`config.mk`:
```
export PLATFORM = sky130hd
export DESIGN_NAME = bsram_arbiter
export DESIGN_NICKNAME = d
export VERILOG_FILES = /design/src/rtl/bsram_arbiter.sv
export SDC_FILE = /design/constraint.sdc
export NUM_CORES = 1
export LEC_CHECK = 0
export ABC_AREA = 1
export CAP_MARGIN = 10
export CORE_UTILIZATION = 42
export CTS_CLUSTER_SIZE = 24
export DETAILED_ROUTE_END_ITERATION = 6
export PLACE_DENSITY_LB_ADDON = 0.08
export SLEW_MARGIN = 20
export SYNTH_ARGS = -nofsm -noshare
export SYNTH_HDL_FRONTEND = slang
export SYNTH_SLANG_ARGS = --single-unit
```
`constraint.sdc`:
```
create_clock -name clk -period 1.75 [get_ports clk]
set_input_delay 0.175 -clock clk [delete_from_list [all_inputs] [get_ports clk]]
set_output_delay 0.175 -clock clk [all_outputs]
set_load 0.005 [all_outputs]
```
`src/rtl/bsram_arbiter.sv`:
```
// Two-port arbiter in front of a single-port BSRAM: the CPU read port and a loader
// read/write port share the macro, with a burst limit so the loader cannot starve the CPU.
module bsram_arbiter #(
   parameter int AW        = 11,
   parameter int DW        = 16,
   parameter int RD_LAT    = 1,
   parameter int MAX_BURST = 4
) (
   input  logic          clk,
   input  logic          rst,
   // CPU fetch port
   input  logic          cpu_req,
   input  logic [AW-1:0] cpu_adr,
   output logic          cpu_gnt,
   output logic [DW-1:0] cpu_rdata,
   output logic          cpu_rvalid,
   // loader port
   input  logic          ld_req,
   input  logic          ld_we,
   input  logic [AW-1:0] ld_adr,
   input  logic [DW-1:0] ld_wdata,
   output logic          ld_gnt,
   output logic [DW-1:0] ld_rdata,
   output logic          ld_rvalid,
   input  logic          ld_lock,
   // BSRAM side
   output logic          mem_ce,
   output logic          mem_wre,
   output logic [AW-1:0] mem_ad,
   output logic [DW-1:0] mem_din,
   input  logic [DW-1:0] mem_dout,
   output logic          cpu_stall,
   // debug view of the last cycle's grant owner: 0 idle, 1 cpu, 2 loader
   output logic [1:0]    arb_state
);

   typedef enum logic [1:0] {ST_IDLE = 2'd0, ST_CPU = 2'd1, ST_LD = 2'd2} state_t;
   typedef enum logic [1:0] {OWN_NONE = 2'd0, OWN_CPU = 2'd1, OWN_LD = 2'd2} owner_t;

   localparam logic [3:0] BURST_MAX = 4'(MAX_BURST);

   state_t              state_reg, state_next;
   logic [3:0]          burst_cnt_reg, burst_cnt_next;
   logic [AW-1:0]       mem_ad_reg;
   logic [DW-1:0]       mem_din_reg;
   logic [2*RD_LAT-1:0] own_reg, own_next;
   logic [1:0]          own_tail;
   owner_t              own_in;

   logic                cpu_win, ld_win, ld_wr_acc, ld_rd_acc;

   // response ports: index 0 is the CPU, index 1 the loader
   logic [1:0]          rsp_valid;
   logic [1:0][DW-1:0]  rsp_rdata, rsp_rdata_reg;

   // Grant decision; nothing is granted while reset is held.
   always_comb begin
      cpu_win = 1'b0;
      ld_win  = 1'b0;
      if (rst) begin
         if (ld_lock) begin
            ld_win = ld_req;
         end else if (ld_req && !(cpu_req && burst_cnt_reg == BURST_MAX)) begin
            ld_win = 1'b1;
         end else begin
            cpu_win = cpu_req;
         end
      end
   end

   assign ld_wr_acc = ld_win & ld_we;
   assign ld_rd_acc = ld_win & ~ld_we;

   assign cpu_gnt   = cpu_win;
   assign ld_gnt    = ld_win;
   assign cpu_stall = rst & cpu_req & ~cpu_win;

   assign mem_ce    = cpu_win | ld_win;
   assign mem_wre   = ld_wr_acc;
   assign mem_ad    = cpu_win ? cpu_adr : (ld_win ? ld_adr : mem_ad_reg);
   assign mem_din   = ld_wr_acc ? ld_wdata : mem_din_reg;

   always_comb begin
      burst_cnt_next = burst_cnt_reg;
      if (cpu_win || !cpu_req) begin
         burst_cnt_next = '0;
      end else if (ld_win && burst_cnt_reg != BURST_MAX) begin
         burst_cnt_next = burst_cnt_reg + 4'd1;
      end
   end

   always_comb begin
      state_next = ST_IDLE;
      if (cpu_win) begin
         state_next = ST_CPU;
      end else if (ld_win) begin
         state_next = ST_LD;
      end
   end

   always_comb begin
      own_in = OWN_NONE;
      if (cpu_win) begin
         own_in = OWN_CPU;
      end else if (ld_rd_acc) begin
         own_in = OWN_LD;
      end
   end

   // The owner of each accepted read travels alongside the BSRAM read latency.
   generate
      if (RD_LAT == 1) begin : g_own_single
         assign own_next = own_in;
      end else begin : g_own_shift
         assign own_next = {own_reg[2*RD_LAT-3:0], own_in};
      end
   endgenerate

   assign own_tail = own_reg[2*RD_LAT-1 -: 2];

   generate
      for (genvar gi = 0; gi < 2; gi++) begin : g_rsp
         // owner codes are port index + 1
         assign rsp_valid[gi] = (own_tail == 2'(gi + 1));
         assign rsp_rdata[gi] = rsp_valid[gi] ? mem_dout : rsp_rdata_reg[gi];
      end
   endgenerate

   assign cpu_rvalid = rsp_valid[0];
   assign ld_rvalid  = rsp_valid[1];
   assign cpu_rdata  = rsp_rdata[0];
   assign ld_rdata   = rsp_rdata[1];
   assign arb_state  = state_reg;

   always_ff @(posedge clk or negedge rst) begin
      if (!rst) begin
         state_reg     <= ST_IDLE;
         burst_cnt_reg <= '0;
         mem_ad_reg    <= '0;
         mem_din_reg   <= '0;
         own_reg       <= '0;
         rsp_rdata_reg <= '0;
      end else begin
         state_reg     <= state_next;
         burst_cnt_reg <= burst_cnt_next;
         mem_ad_reg    <= mem_ad;
         mem_din_reg   <= mem_din;
         own_reg       <= own_next;
         rsp_rdata_reg <= rsp_rdata;
      end
   end

endmodule

```
# --- Word level (Yosys, flattened, before mapping) ---
# Cells that the tools add are included.
word_totals:
  wordCells: 43
  inputBits: 60
  output_inout_bits: 68
  romBits: 0
  ramBits: 0
  n_memories: 0
  latch_bits: 0
  ff_bits: 67
classes:
  mux: 17
  multipliers: 0
  n_bitwise: 7
  div: 0
  addsub: 1
  magnitude_cmp: 0
  n_reduce_logical: 7
  shift: 0
  n_eq_ne: 4
op_table:
  columns: ["operator", "n"]
  rows:
  - ["$mux W16", 3]
  - ["$mux W11", 2]
  - ["$mux W2", 4]
  - ["$mux W4", 2]
  - ["$mux W1", 6]
  - ["$add A4 B1 Y4 const B", 1]
  - ["$and A1 B1 Y1", 4]
  - ["$eq A4 B3 Y1 const B", 1]
  - ["$ne A4 B3 Y1 const B", 1]
  - ["$logic_and A1 B1 Y1", 3]
  - ["$eq A2 B1 Y1 const B", 1]
  - ["$eq A2 B2 Y1 const B", 1]
  - ["$logic_not A1 Y1", 2]
  - ["$not A1 Y1", 2]
  - ["$reduce_bool A2 Y1", 1]
  - ["$logic_or A1 B1 Y1", 1]
  - ["$or A1 B1 Y1", 1]

# --- Longest topological paths before layout ---
depth:
  word_depth: 10
  depth_mapped: 11
  depth_no_buf: 10

# --- Worst setup path after synthesis ---
# No wires, ideal clock.
synth_timing:
  kind: "flip-flop to output port"
  startpoint: "register burst_cnt_reg[0]"
  endpoint: "output port mem_din[10]"
  t_required_ps: 1575
  stages_incl_launch_ff: 11
  setup_slack_ps: 272
  n_path_buf: 1
  t_arrival_ps: 1303
  path_cell_list: "dfrtp_1 -> inv_1 -> ha_1 -> nand2_2 -> nor2_4 -> nand2_4 -> nand2_8 -> nor2_8 -> buf_6 -> nand2_1 -> nand2_1"
synth_between:
  elab_chain_cells: 9
synth_lines:
  columns: ["item", "line", "rtl"]
  rows:
  - ["start: declaration", "43", "logic [3:0] burst_cnt_reg, burst_cnt_next;"]
  - ["start signal: assignment", "145", "burst_cnt_reg <= burst_cnt_next;"]
  - ["$eq A4 B3 Y1", "63", "end else if (ld_req && !(cpu_req && burst_cnt_reg == BURST_MAX)) begin"]
  - ["$logic_and A1 B1 Y1", "63", null]
  - ["$logic_not A1 Y1", "63", null]
  - ["$logic_and A1 B1 Y1", "63", null]
  - ["$mux W1", "63", null]
  - ["$mux W1", "61", "if (ld_lock) begin"]
  - ["$mux W1", "60", "if (rst) begin"]
  - ["$and A1 B1 Y1", "71", "assign ld_wr_acc = ld_win & ld_we;"]
  - ["via mem_wre", "28", "output logic mem_wre,"]
  - ["$mux W16", "81", "assign mem_din = ld_wr_acc ? ld_wdata : mem_din_reg;"]
  - ["end: declaration", "30", "output logic [DW-1:0] mem_din,"]
# The timed path passes the listed nets, and every way through them passes these cells.

# --- Worst setup path after layout ---
layout_timing:
  startpoint: "register burst_cnt_reg[0]"
  endpoint: "output port mem_ad[8]"
layout_between:
  elab_chain_cells: 9
  elab_cells_between_ends: 12
  classes_between: "eq/ne: 1; mux: 8; reduce/logical: 3"
layout_lines:
  columns: ["item", "line", "rtl"]
  rows:
  - ["$eq A4 B3 Y1 (*)", "63", null]
  - ["$logic_and A1 B1 Y1 (*)", "63", null]
  - ["$logic_not A1 Y1 (*)", "63", null]
  - ["$logic_and A1 B1 Y1 (*)", "63", null]
  - ["$mux W1", "63", null]
  - ["$mux W1", "61", null]
  - ["$mux W1", "60", null]
  - ["$mux W11", "80", "assign mem_ad = cpu_win ? cpu_adr : (ld_win ? ld_adr : mem_ad_reg);"]
  - ["$mux W11 (*)", "80", null]
  - ["end: declaration", "29", "output logic [AW-1:0] mem_ad,"]
# Every way passes the cells marked *; elsewhere a longest branch is shown, timed or not.

==> impl_metrics.tcl <==
set metrics [dict create \
    die_y_um 84.63 \
    r2r_slack_ns -0.47 \
    slew-limit-headroom 0.5181 \
    drv_slew 0 \
    ioPinCount 128 \
    period_needed_ns 2.282 \
    setup_tns_ns -14.18 \
    synth-warning-count 0 \
    hold_class "in -> async" \
    yosys.area_share.xor_xnor 0.003054 \
    clkSinkCount 66 \
    worst_pin_slew_ns 0.7228 \
    r2r-start "burst_cnt_reg[1]$_DFFE_PN0P_" \
    drcViolationCount 8 \
    violations "DRC, setup timing" \
    tritoncts "built" \
    netlist_area_um2 2868 \
    antenna_found_initial 0 \
    fin_crit_sh 1.304 \
    avgSynthCellArea_um2 8.743 \
    pre_cts_slack_ns -0.4303 \
    synth_fa_ha_area_frac 0.008726 \
    largest_reg_flops 32 \
    rsz0062_at_grt "yes" \
    place_congestion 0.7817 \
    dieArea_um2 7162 \
    grt.overflow.total 0 \
    placed_area_um2 4405 \
    grt_usage 0.3170 \
    finClkSkew_ns 0.005029 \
    drive_above_1_share 0.4955 \
    ir_worst_vdd_mv 0.6438 \
    worstPathRequired_ns 1.57 \
    endpoint_kind "output port" \
    status "finished with violations" \
    n_antenna_cell 0 \
    clock_latency_ns 0.34 \
    firstDrtPassIters 7 \
    rows 29 \
    die_width_um 84.63 \
    cp_max_fo 6 \
    synth_mux_area_frac 0 \
    fin_cells 638 \
    dp.cells 549 \
    r2r_cells 16 \
    synthCells 328 \
    cp-start-kind "register" \
    drt_iter0_markers 247 \
    areaGrowthSynthToFinish_pct 97.73 \
    grt_first_pass_wirelength_um 17160 \
    r2r-end "mem_ad_reg[5]$_DFF_PN0_" \
    arrival_ns 2.11 \
    ant_nets 0 \
    finalHoldViolCount 0 \
    power_density_nw_per_um2 828.3 \
    vias_per_cell 5.409 \
    synth_top_family_by_area "simple AND/OR/NAND/NOR gates" \
    wl_um 12450 \
    synth-seq-cells 66 \
    grt_max_degree 56 \
    crit_type "reg -> out" \
    ys_seq_area_frac 0.5759 \
    grt_pass1_vias 3346 \
    core-area_um2 6459 \
    synth_simple_gate_area_frac 0.2413 \
    setup_violations 56 \
    final_nets 620 \
    avgRoutedWirePerCell_um 19.51 \
    fmax_ghz 0.4383 \
    io_buffers 127 \
    cts.htree.levels 3 \
    final_area_um2 5670 \
    cts-root-buf "clkbuf_8" \
    hpwlAfterDp_um 5298 \
    syn_nets 390 \
    clk_pin_slew_ns 0.07 \
    drv_cap 0 \
    clock_tree.buffer_depth 2 \
    vias 3451 \
    setup_slack_ns -0.5316 \
    ys_types 22 \
    leakage_nw 2.913 \
    initial_core_util 0.4440 \
    numCtsBuffers 9 \
    synth-compound-area-share 0.09380 \
]
## layout by cell type, fill, tap and decap left out, types with 2 or more instances in the layout
master / synthesis / layout
buf_8: 0 / 3
buf_6: 3 / 54
nand3_1: 25 / 18
clkbuf_8: 0 / 9
o21ai_4: 1 / 7
buf_2: 3 / 29
clkbuf_2: 0 / 16
buf_12: 0 / 5
dfrtp_1: 66 / 66
o21ai_1: 3 / 12
nand2_1: 119 / 70
nand2_8: 1 / 4
clkdlybuf4s50_1: 0 / 60
buf_16: 0 / 2
nor2_4: 1 / 5
nand2_4: 2 / 13
o21ai_0: 46 / 9
clkbuf_1: 7 / 2
buf_4: 4 / 48
inv_1: 30 / 24
inv_4: 0 / 3
clkdlybuf4s15_2: 0 / 2
clkdlybuf4s15_1: 0 / 5
nand2_2: 1 / 39
nor2_1: 9 / 7
dlygate4sd2_1: 0 / 4
inv_2: 1 / 4
o21ai_2: 0 / 22
nand3_2: 0 / 6
## worst max-delay path, cell delays in order, from the launching register on
cell     delay (ns)
dfrtp_1        0.39
inv_2          0.08
ha_4           0.16
nand2_4        0.05
nor2_4         0.12
nand2_4        0.11
o21ai_4        0.18
buf_12         0.17
buf_6          0.09
buf_6          0.10
nand3_2        0.07
nand2_2        0.10
buf_2          0.12
## cell type report
cell class | count | area, µm²
inverters | 31 | 123.9
fillers | 307 | 788.3
flip-flops and latches | 66 | 1652
clock buffers | 11 | 131.4
multi-input cells | 219 | 1475
clock inverters | 3 | 42.54
well taps | 77 | 96.34
repair buffers | 231 | 2150
## power breakdown
group          switching, mW  internal [mW]  total [mW]
sequential            0.0932           1.77        1.87
combinational          0.754          0.855        1.61
clock                  0.579          0.641        1.22
total                   1.43           3.27        4.70
## worst max path at each step
stage | startpoint | endpoint | slack [ns] | cells after the start
after floorplan | burst_cnt_reg[0]$_DFFE_PN0P_ | mem_din[10] | 0.27 | 10
after global placement | cpu_req | mem_ad[0] | -0.40 | 10
after detailed placement | ld_req | mem_din[6] | -0.43 | 8
after CTS | burst_cnt_reg[1]$_DFFE_PN0P_ | mem_ad[8] | -0.45 | 12
after global routing | burst_cnt_reg[0]$_DFFE_PN0P_ | mem_ad[8] | -0.57 | 12
final | burst_cnt_reg[0]$_DFFE_PN0P_ | mem_ad[8] | -0.53 | 12
## what timing repair did
item,in CTS,in global routing
gates cloned,8,2
pin swaps,33,22
hold buffers,1,0
gates resized for setup,325,135
hold endpoints to repair,11,0
setup buffers,67,19
endpoints found under the setup margin,65,86
## synthesized netlist by cell type (all sizes together)
cell / number / area (µm²)
o21ai: 50 / 261.5
xor2: 1 / 8.760
nand4: 1 / 6.260
buf: 10 / 78.82
ha: 2 / 25.02
nand2: 123 / 495.5
dfrtp: 66 / 1652
o21bai: 1 / 7.510
nor2: 11 / 65.06
clkbuf: 7 / 26.28
nand3: 25 / 125.1
inv: 31 / 116.4
## layer usage
layer  wire length [µm]  GRT usage
met4                600     0.1079
met5                  0          0
met3               1002    0.08358
met1               4510     0.3728
met2               6335     0.5617
## kinds of logic after synthesis
family / count (synthesis)
AO/OA/AOI/OAI: 51
AND/OR/NAND/NOR: 160
buffers and inverters: 48
adder cells (fa/ha/maj): 2
flip-flops: 66
XOR/XNOR: 1
## metrics by stage
| step | hold WS [ns] | power, mW | util |
|---|---|---|---|
| global route | 0.1275 | 4.885 | 0.8780 |
| detailed placement | 0.1978 | 3.082 | 0.6821 |
| finish | 0.07330 | 4.697 | 0.8780 |
| floorplan | -0.1206 | 2.238 | - |
| global placement | 0.1990 | 3.052 | 0.6821 |
| CTS | 0.07358 | 4.517 | 0.8450 |
(Power assumes the default switching activity.)
